## src/rtl/imem_loader.sv

```systemverilog
//------------------------------------------------------------------------------
// Module      : imem_loader
// Description : Write-side loader for the instruction memory. Receives a
//               byte stream (16-bit little-endian word count, then
//               little-endian 32-bit words) over a valid/ready port, writes
//               each assembled word through the memory write port, and holds
//               the CPU while the load is in progress.
//               Optional macro IMEM_LOADER_CHECKSUM_EN adds a trailing
//               checksum byte that must bring the 8-bit data-byte sum to 0.
// Revision    : 1.0 - initial release
//------------------------------------------------------------------------------
`default_nettype none

module imem_loader #(
  parameter int ADDR_W    = 10,
  parameter int BASE_ADDR = 0
) (
  input  logic              clk,
  input  logic              rst,
  input  logic              start,
  input  logic [7:0]        rx_data,
  input  logic              rx_valid,
  output logic              rx_ready,
  output logic              mem_we,
  output logic [ADDR_W-1:0] mem_addr,
  output logic [31:0]       mem_wdata,
  output logic              cpu_hold,
  output logic              busy,
  output logic              done,
  output logic              err
);

  typedef enum logic [2:0] {
    S_IDLE   = 3'd0,
    S_LEN_LO = 3'd1,
    S_LEN_HI = 3'd2,
    S_DATA   = 3'd3,
    S_WRITE  = 3'd4,
    S_CSUM   = 3'd5,
    S_DONE   = 3'd6
  } state_t;

  localparam logic [ADDR_W-1:0] c_base_addr = ADDR_W'(BASE_ADDR);
  localparam logic [31:0]       c_depth     = 32'd1 << ADDR_W;

  state_t              r_state;
  state_t              w_next;
  logic [15:0]         r_len;
  logic [15:0]         r_wcount;
  logic [1:0]          r_bidx;
  logic [31:0]         r_word;
  logic [ADDR_W-1:0]   r_addr;
  logic                r_err;
  logic                w_xfer;
  logic [15:0]         w_len_full;
  logic                w_len_bad;
  logic                w_last_word;
`ifdef IMEM_LOADER_CHECKSUM_EN
  logic [7:0]          r_csum;
  logic [7:0]          w_csum_sum;
  assign w_csum_sum = r_csum + rx_data;
`endif

  assign w_xfer      = rx_valid & rx_ready;
  // Full length as it will look once the high byte is captured.
  assign w_len_full  = {rx_data, r_len[7:0]};
  assign w_len_bad   = {16'd0, w_len_full} > c_depth;
  assign w_last_word = (r_wcount + 16'd1) == r_len;

  assign mem_addr  = r_addr;
  assign mem_wdata = r_word;
  assign err       = r_err;

  // State register.
  always_ff @(posedge clk) begin
    if (rst) r_state <= S_IDLE;
    else     r_state <= w_next;
  end

  // Next-state decode and state-derived outputs.
  always_comb begin
    w_next   = r_state;
    rx_ready = 1'b0;
    mem_we   = 1'b0;
    done     = 1'b0;
    busy     = (r_state != S_IDLE);
    cpu_hold = (r_state != S_IDLE);
    case (r_state)
      S_IDLE: begin
        if (start) w_next = S_LEN_LO;
      end
      S_LEN_LO: begin
        rx_ready = 1'b1;
        if (rx_valid) w_next = S_LEN_HI;
      end
      S_LEN_HI: begin
        rx_ready = 1'b1;
        if (rx_valid) begin
          if (w_len_full == 16'd0) begin
`ifdef IMEM_LOADER_CHECKSUM_EN
            w_next = S_CSUM;
`else
            w_next = S_DONE;
`endif
          end else if (w_len_bad) begin
            w_next = S_IDLE;
          end else begin
            w_next = S_DATA;
          end
        end
      end
      S_DATA: begin
        rx_ready = 1'b1;
        if (rx_valid && (r_bidx == 2'd3)) w_next = S_WRITE;
      end
      S_WRITE: begin
        mem_we = 1'b1;
        if (w_last_word) begin
`ifdef IMEM_LOADER_CHECKSUM_EN
          w_next = S_CSUM;
`else
          w_next = S_DONE;
`endif
        end else begin
          w_next = S_DATA;
        end
      end
`ifdef IMEM_LOADER_CHECKSUM_EN
      S_CSUM: begin
        rx_ready = 1'b1;
        if (rx_valid) w_next = (w_csum_sum == 8'd0) ? S_DONE : S_IDLE;
      end
`endif
      S_DONE: begin
        done   = 1'b1;
        w_next = S_IDLE;
      end
      default: w_next = S_IDLE;
    endcase
  end

  // Datapath: length capture, byte assembly, word/address counters, error flag.
  always_ff @(posedge clk) begin
    if (rst) begin
      r_len    <= 16'd0;
      r_wcount <= 16'd0;
      r_bidx   <= 2'd0;
      r_word   <= 32'd0;
      r_addr   <= '0;
      r_err    <= 1'b0;
`ifdef IMEM_LOADER_CHECKSUM_EN
      r_csum   <= 8'd0;
`endif
    end else begin
      case (r_state)
        S_IDLE: begin
          if (start) begin
            r_len    <= 16'd0;
            r_wcount <= 16'd0;
            r_bidx   <= 2'd0;
            r_addr   <= c_base_addr;
            r_err    <= 1'b0;
`ifdef IMEM_LOADER_CHECKSUM_EN
            r_csum   <= 8'd0;
`endif
          end
        end
        S_LEN_LO: begin
          if (w_xfer) r_len[7:0] <= rx_data;
        end
        S_LEN_HI: begin
          if (w_xfer) begin
            r_len[15:8] <= rx_data;
            if (w_len_bad) r_err <= 1'b1;
          end
        end
        S_DATA: begin
          if (w_xfer) begin
            r_word[{r_bidx, 3'b000} +: 8] <= rx_data;
            r_bidx <= r_bidx + 2'd1;
`ifdef IMEM_LOADER_CHECKSUM_EN
            r_csum <= w_csum_sum;
`endif
          end
        end
        S_WRITE: begin
          r_wcount <= r_wcount + 16'd1;
          r_addr   <= r_addr + 1'b1;
        end
`ifdef IMEM_LOADER_CHECKSUM_EN
        S_CSUM: begin
          if (w_xfer && (w_csum_sum != 8'd0)) r_err <= 1'b1;
        end
`endif
        default: ;
      endcase
    end
  end

endmodule

`default_nettype wire

```

## config.mk

```make
export PLATFORM = sky130hd
export DESIGN_NAME = imem_loader
export DESIGN_NICKNAME = d
export VERILOG_FILES = /design/src/rtl/imem_loader.sv
export SDC_FILE = /design/constraint.sdc
export NUM_CORES = 1
export LEC_CHECK = 0
export BUFFER_PORTS_ARGS = -buffer_cell sky130_fd_sc_hd__clkbuf_2
export CAP_MARGIN = 20
export CORE_MARGIN = 2
export CORE_UTILIZATION = 50
export CTS_BUF_LIST = sky130_fd_sc_hd__clkbuf_4 sky130_fd_sc_hd__clkbuf_8
export DETAILED_ROUTE_END_ITERATION = 10
export GPL_TIMING_DRIVEN = 0
export PLACE_DENSITY_LB_ADDON = 0.1
export SLEW_MARGIN = 20
export SYNTH_ARGS = -nofsm -noshare
export SYNTH_HDL_FRONTEND = slang
export SYNTH_SLANG_ARGS = --single-unit
export TNS_END_PERCENT = 5
```

## constraint.sdc

```tcl
create_clock -name clk -period 2.9 [get_ports clk]
set_input_delay 0.87 -clock clk [delete_from_list [all_inputs] [get_ports clk]]
set_output_delay 0.87 -clock clk [all_outputs]
set_load 0.005 [all_outputs]
```

; After elaboration in Yosys (flattened, before gate mapping)
; Cells that the tools add are included.
[op_classes]
n_div = 0
n_eq_ne = 15
multipliers = 0
reduce_logical = 16
bitwise_logic = 1
n_addsub = 4
n_lt_le_gt_ge = 1
shift = 2
n_mux = 26
[op_table]
columns = cell, n
row1 = 32-bit bitwise mux, 1
row2 = 16-bit case mux with 2 select lines, 1
row3 = 8-bit case mux with 2 select lines, 2
row4 = "8-bit by 7-bit variable shift with 32-bit output, first input constant", 1
row5 = 8-bit by 7-bit indexed part select with 32-bit output, 1
row6 = 10-bit case mux with 2 select lines, 1
row7 = 3-bit 2-to-1 mux, 6
row8 = "16-bit by 1-bit adder with 16-bit output, second input constant", 1
row9 = 16-bit == test, 1
row10 = "16-bit by 11-bit greater-than comparator with 1-bit output, second input constant", 1
row11 = 16-bit zero test, 1
row12 = 16-bit 2-to-1 mux, 1
row13 = "2-bit != test, second input constant", 8
row14 = 3-bit case mux with 5 select lines, 1
row15 = "10-bit by 1-bit adder with 10-bit output, second input constant", 1
row16 = 10-bit 2-to-1 mux, 1
row17 = 3-bit AND reduction, 3
row18 = 8-bit 2-to-1 mux, 1
row19 = 4-bit AND reduction, 2
row20 = 2-bit nonzero test, 4
row21 = 5-bit negation with 7-bit output, 1
row22 = "3-bit by 2-bit == test with 1-bit output, second input constant", 2
row23 = "3-bit == test, second input constant", 2
row24 = 1-bit 2-to-1 mux, 6
row25 = 12 further kinds, 15
[totals]
latchBits = 0
in_bits = 12
ram_bits = 0
rom_bits = 0
elab_cells = 73
register_bits = 80
mem_count = 0
out_inout_bits = 48

; Logic depth before layout (Yosys ltp)
[depth]
word_depth = 6
ltp_mapped = 8
ltp_nobuf = 7

; Worst setup path before layout
; Ideal clock, no wire load.
[synth_path]
kind = reg-to-reg
startpoint = reg r_wcount[7]
endpoint = reg r_state[0]
arrival_ns = 2.424
required_time_ns = 2.784
setup_slack_ns = 0.361
setup_ns = 0.116
synth_period_minus_slack_ns = 2.539
stages_incl_launch_ff = 8
path_buffers = 1
path_cell_list = dfxtp_1 > clkbuf_1 > and4_2 > nand4_1 > xnor2_1 > or4_1 > or4_1 > a31o_1
[synth_via]
elab_chain_cells = 4
[synth_rtl]
columns = item, line_no
row1 = start: declaration, 49  ; logic [15:0] r_wcount;
row2 = start signal: assignment, 187  ; r_wcount <= r_wcount + 16'd1;
row3 = 16-bit by 1-bit adder with 16-bit output, 68  ; assign w_last_word = (r_wcount + 16'd1) == r_len;
row4 = 16-bit == test, 68
row5 = 3-bit 2-to-1 mux, 118  ; if (w_last_word) begin
row6 = 3-bit case mux with 5 select lines, 88  ; case (r_state)
row7 = end signal: assignment, 77  ; else r_state <= w_next;
row8 = end: declaration, 46  ; state_t r_state;
; Every way passes these cells.
; A chain may end at the register's enable or synchronous reset.

; Worst setup path in the final report
[layout_path]
startpoint = reg r_wcount[6]
endpoint = reg r_state[0]
; Same word-level chain as after synthesis.

==> report_table.html <==
<table>
<tr><th>Metric</th><th>Value</th></tr>
<tr><th colspan="2">Pwr</th></tr>
<tr><td>Part of the power in the clock network</td><td>0.325</td></tr>
<tr><td>Sw power</td><td>807 uW</td></tr>
<tr><td>Worst IR drop on VDD</td><td>0.000296 V</td></tr>
<tr><td>Int Pwr</td><td>1670 uW</td></tr>
<tr><td>Total power divided by cell area</td><td>529 nW/um^2</td></tr>
<tr><td>Sequential power share</td><td>0.467</td></tr>
<tr><td>Leakage</td><td>0.00168 uW</td></tr>
<tr><td>Final Total Pwr</td><td>2480 uW</td></tr>
<tr><td>Logic gate share of total power</td><td>0.208</td></tr>
<tr><td>Switching power share of the total</td><td>0.326</td></tr>
<tr><th colspan="2">Synthesis</th></tr>
<tr><td>Synthesized area per cell</td><td>7.73 sq um</td></tr>
<tr><td>Number of synthesized register bits</td><td>80</td></tr>
<tr><td>Synthesized net count</td><td>546</td></tr>
<tr><td>Share of Yosys cell area claimed by the top area cell type</td><td>0.393</td></tr>
<tr><td>Sequential-to-total area share from yosys stat</td><td>0.393</td></tr>
<tr><td>Cell types occupying the most area after synthesis</td><td>sky130_fd_sc_hd__dfxtp_1 39%, sky130_fd_sc_hd__a21oi_1 9.0%, sky130_fd_sc_hd__nand2_1 6.4%, sky130_fd_sc_hd__nand3_1 5.8%, sky130_fd_sc_hd__nor2_1 3.4%</td></tr>
<tr><td>Synth Warn #</td><td>0</td></tr>
<tr><td>Most frequent cell after synthesis</td><td>sky130_fd_sc_hd__dfxtp_1</td></tr>
<tr><td>Number of enable-type register cells in the synthesized netlist</td><td>0</td></tr>
<tr><td>Cell Area, Synth</td><td>4070 sq um</td></tr>
<tr><td>Most instantiated flip-flop cell in the synthesis netlist</td><td>sky130_fd_sc_hd__dfxtp_1</td></tr>
<tr><td>Synth Instances</td><td>527</td></tr>
<tr><td>Cell taking the most area after synthesis</td><td>sky130_fd_sc_hd__dfxtp_1</td></tr>
<tr><td>Post-synthesis async set-or-reset flop share</td><td>0</td></tr>
<tr><td>Synth cell count leaders</td><td>80 x sky130_fd_sc_hd__dfxtp_1, 73 x sky130_fd_sc_hd__a21oi_1, 69 x sky130_fd_sc_hd__nand2_1</td></tr>
<tr><td>Post-synthesis cell type count</td><td>57</td></tr>
<tr><th colspan="2">Placement</th></tr>
<tr><td>Dpl cell area</td><td>4480 sq um</td></tr>
<tr><td>DP Cell Count</td><td>685</td></tr>
<tr><td>DPL Wire Length</td><td>8.21 mm</td></tr>
<tr><td>Routability congestion estimate from global placement</td><td>0.980</td></tr>
<tr><td>Number of port buffers</td><td>56</td></tr>
<tr><td>Worst slack, placed</td><td>-0.0831 ns</td></tr>
<tr><th colspan="2">Global routing</th></tr>
<tr><td>Vias in the first global route</td><td>3,683</td></tr>
<tr><td>Aggregate global-route resource usage</td><td>0.266</td></tr>
<tr><td>Largest net degree at the start of global routing</td><td>20</td></tr>
<tr><td>Total grt overflow</td><td>0</td></tr>
<tr><td>Antenna violations before repair</td><td>0</td></tr>
<tr><td>Global-route wire length before repair</td><td>18.3 mm</td></tr>
<tr><th colspan="2">Detailed routing</th></tr>
<tr><td>Via density</td><td>5.93</td></tr>
<tr><td>Antenna-violating nets left</td><td>0</td></tr>
<tr><td>Wire length per cell</td><td>16.4 um</td></tr>
<tr><td>Total vias in the final route</td><td>4,148</td></tr>
<tr><td>Number of DRC violations after detailed-routing iteration 0</td><td>311</td></tr>
<tr><td>Routed WL</td><td>11.5 mm</td></tr>
<tr><td>Residual DRC</td><td>0</td></tr>
<tr><td>Number of optimization iterations in the first detailed-route pass</td><td>5</td></tr>
<tr><th colspan="2">STA</th></tr>
<tr><td>Clock Skews</td><td>0.0118 ns</td></tr>
<tr><td>Fin crit period</td><td>2.79 ns</td></tr>
<tr><td>Worst Hold Slack</td><td>0.455 ns</td></tr>
<tr><td>Post-route fraction of the period consumed by the critical path</td><td>0.961</td></tr>
<tr><td>Final number of max-transition violations</td><td>0</td></tr>
<tr><td>Setup repair after global routing missed its margin</td><td>no</td></tr>
<tr><td>Upper clock frequency limit</td><td>0.359 GHz</td></tr>
<tr><td>Finish-stage setup viols</td><td>0</td></tr>
<tr><td>Worst-Margin Slew</td><td>0.990 ns</td></tr>
<tr><td>Final-report hold violation count</td><td>0</td></tr>
<tr><td>Tightest slew margin relative to the limit</td><td>0.338</td></tr>
<tr><td>Setup slack after layout</td><td>0.112 ns</td></tr>
<tr><th colspan="2">Die</th></tr>
<tr><td>Vert. Die Dim</td><td>94.2 um</td></tr>
<tr><td>Top Ports</td><td>60</td></tr>
<tr><td>Core area</td><td>7810 sq um</td></tr>
<tr><td>Die W</td><td>94.2 um</td></tr>
<tr><td>Number of rows created at floorplan</td><td>32</td></tr>
<tr><td>Floorplan die area</td><td>8880 sq um</td></tr>
<tr><td>Effective utilization at floorplan</td><td>0.521</td></tr>
<tr><th colspan="2">Finish</th></tr>
<tr><td>Final standard cell area without fillers</td><td>4690 sq um</td></tr>
<tr><td>Ant diodes</td><td>0</td></tr>
<tr><td>Post-Layout Cell Count</td><td>700</td></tr>
<tr><td>Proportion of layout cells with a drive suffix above 1</td><td>0.157</td></tr>
<tr><td>Final Net Count</td><td>612</td></tr>
<tr><td>Layout overhead on the synthesized area</td><td>15.2%</td></tr>
<tr><th colspan="2">Hold path</th></tr>
<tr><td>Sink of the worst hold path</td><td>mem_wdata[10]</td></tr>
<tr><td>Hold Crit Class</td><td>reg2reg</td></tr>
<tr><td>Worst min-delay path startpoint</td><td>mem_wdata[10]</td></tr>
<tr><td>Depth of the worst hold-timing path</td><td>2</td></tr>
<tr><th colspan="2">CTS</th></tr>
<tr><td>H-tree levels</td><td>3</td></tr>
<tr><td>Sink Count</td><td>80</td></tr>
<tr><td>Clock tree from TritonCTS</td><td>yes</td></tr>
<tr><td>Hold-fix buffers at CTS</td><td>0</td></tr>
<tr><td>Number of buffers between clock root and the deepest sink</td><td>2</td></tr>
<tr><td>Inserted Clock Buffers</td><td>9</td></tr>
<tr><td>Clock latency of the later-clocked register in the worst-skew pair</td><td>0.36 ns</td></tr>
<tr><td>Post-CTS setup buffer count</td><td>0</td></tr>
<tr><td>Buffer type at the clock tree root</td><td>sky130_fd_sc_hd__clkbuf_8</td></tr>
<tr><td>Clock-pin slew of the registers on the worst-case setup and hold paths</td><td>0.09 ns</td></tr>
<tr><th colspan="2">Worst setup path</th></tr>
<tr><td>Largest stage delay on the critical path</td><td>0.60 ns</td></tr>
<tr><td>Worst Path Class, Setup</td><td>reg2reg</td></tr>
<tr><td>Startpoint of the worst register-to-register path</td><td>r_wcount[6]</td></tr>
<tr><td>Capture instance of the worst register-to-register path</td><td>r_state[0]</td></tr>
<tr><td>Worst setup path startpoint</td><td>r_wcount[6]</td></tr>
<tr><td>Critical path startpoint category</td><td>register</td></tr>
<tr><td>Highest net fanout along the worst path</td><td>8</td></tr>
<tr><td>Data arrival at the endpoint of the critical path</td><td>3.04 ns</td></tr>
<tr><td>Reg-to-reg setup timing slack</td><td>0.11 ns</td></tr>
<tr><td>Worst path most repeated cell</td><td>sky130_fd_sc_hd__or4_1</td></tr>
<tr><td>Depth of the worst register-to-register path</td><td>7</td></tr>
<tr><td>Worst path required time</td><td>3.15 ns</td></tr>
<tr><td>Slowest library cell on the worst path</td><td>sky130_fd_sc_hd__or4_1</td></tr>
<tr><td>Ordered list of cells on the worst path</td><td>clkbuf_1 &gt; and3_1 &gt; nand4_1 &gt; xnor2_1 &gt; or4_1 &gt; or4_1 &gt; a31o_1</td></tr>
<tr><td>Kind of end point of the critical path</td><td>register</td></tr>
<tr><th colspan="2">Job</th></tr>
<tr><td># Max-Cap Violations</td><td>0</td></tr>
<tr><th colspan="2">Status</th></tr>
<tr><td>Outcome</td><td>complete, no violations</td></tr>
</table>
==> power by group through the flow <==
| stage | combinational (uW) | clock, uW | sequential [uW] |
|---|---|---|---|
| after global routing | 564 | 865 | 1160 |
| after floorplan | 352 | 0 | 1180 |
| after CTS | 507 | 821 | 1160 |
| after detailed placement | 503 | 0 | 1180 |
| after global placement | 498 | 0 | 1180 |
| final | 515 | 806 | 1160 |
==> layout by cell type, fill, tap and decap left out, types with 3 or more instances in the layout <==
| master | netlist | layout |
|---|---|---|
| sky130_fd_sc_hd__a211oi_1 | 5 | 5 |
| sky130_fd_sc_hd__a21oi_1 | 73 | 73 |
| sky130_fd_sc_hd__a22oi_1 | 5 | 5 |
| sky130_fd_sc_hd__a311oi_1 | 3 | 3 |
| sky130_fd_sc_hd__a31oi_1 | 3 | 3 |
| sky130_fd_sc_hd__and2_1 | 7 | 7 |
| sky130_fd_sc_hd__and3_1 | 5 | 4 |
| sky130_fd_sc_hd__buf_2 | 3 | 3 |
| sky130_fd_sc_hd__clkbuf_1 | 29 | 27 |
| sky130_fd_sc_hd__clkbuf_2 | 1 | 58 |
| sky130_fd_sc_hd__clkbuf_8 | 0 | 11 |
| sky130_fd_sc_hd__clkinvlp_4 | 0 | 3 |
| sky130_fd_sc_hd__dfxtp_1 | 80 | 79 |
| sky130_fd_sc_hd__ha_1 | 7 | 6 |
| sky130_fd_sc_hd__inv_1 | 7 | 7 |
| sky130_fd_sc_hd__nand2_1 | 69 | 68 |
| sky130_fd_sc_hd__nand2b_1 | 10 | 10 |
| sky130_fd_sc_hd__nand3_1 | 47 | 47 |
| sky130_fd_sc_hd__nand4_1 | 14 | 14 |
| sky130_fd_sc_hd__nor2_1 | 37 | 37 |
| sky130_fd_sc_hd__nor2b_1 | 7 | 7 |
| sky130_fd_sc_hd__nor3_1 | 11 | 11 |
| sky130_fd_sc_hd__nor3b_1 | 5 | 5 |
| sky130_fd_sc_hd__nor4_1 | 5 | 5 |
| sky130_fd_sc_hd__o21ai_0 | 26 | 26 |
| sky130_fd_sc_hd__or3_1 | 6 | 6 |
| sky130_fd_sc_hd__or4_1 | 4 | 4 |
| sky130_fd_sc_hd__xnor2_1 | 14 | 14 |
| sky130_fd_sc_hd__xor2_1 | 6 | 6 |
==> registers in the layout (all words and copies together), names as in the netlist <==
register	flops
r_state	3
r_len	16
err	1
mem_wdata	32
mem_addr	10
r_wcount	16
r_bidx	2
==> critical path, delay by kind of cell (launching register included) <==
kind / cells / cell delay [ns]
AO/OA/AOI/OAI: 1 / 0.25
XOR/XNOR: 1 / 0.17
buffers and inverters: 1 / 0.31
flip-flops: 1 / 0.31
AND/OR/NAND/NOR: 4 / 1.63
==> repair_timing <==
action,4_1_cts,5_1_grt
cloned,0,0
setup endpoints to repair,2,2
hold endpoints to repair,0,0
resized for setup,5,3
==> per-layer routing <==
metal  vias to the layer above  part of all wire  global-route usage
met5                         -                 0                   0
li1                       2011                 -                   -
met4                         0             0.022               0.106
met2                       183              0.48               0.442
met3                        26             0.082              0.0474
met1                      1928              0.42               0.339
==> cells by family (layout without fill, tap and decap cells) <==
group	Yosys count	in the layout	share of synthesized area
buf+inv	43	114	0.0418
fa+ha+maj	7	7	0.0215
mux	3	3	0.00768
xor+xnor	20	20	0.0430
simple gates	242	242	0.309
flops	80	80	0.393
compound gates	132	132	0.184
==> through the flow <==
step | setup TNS [ns] | utilization
2_1_floorplan | 0 | -
3_3_place_gp | -0.107 | 0.574
3_5_place_dp | -0.0831 | 0.574
4_1_cts | 0 | 0.600
5_1_grt | 0 | 0.601
6_report | 0 | 0.601
==> area by class of cell <==
class	instances	area [sq um]
Tap cell	102	128
Inverter	8	35.0
Clock inverter	5	40.0
Sequential cell	80	1600
Multi-Input combinational cell	404	2310
Fill cell	751	3120
Clock buffer	11	151
Timing Repair Buffer	56	280
Buffer	34	138
==> worst max-delay path by stage <==
stage / slack (ns) / end
floorplan: 0.36 / r_state[0]
global placement: -0.11 / mem_we
detailed placement: -0.08 / mem_we
CTS: 0.0007 / mem_we
global route: 0.003 / r_state[0]
finish: 0.11 / r_state[0]
Power figures use the tool's default switching activity.
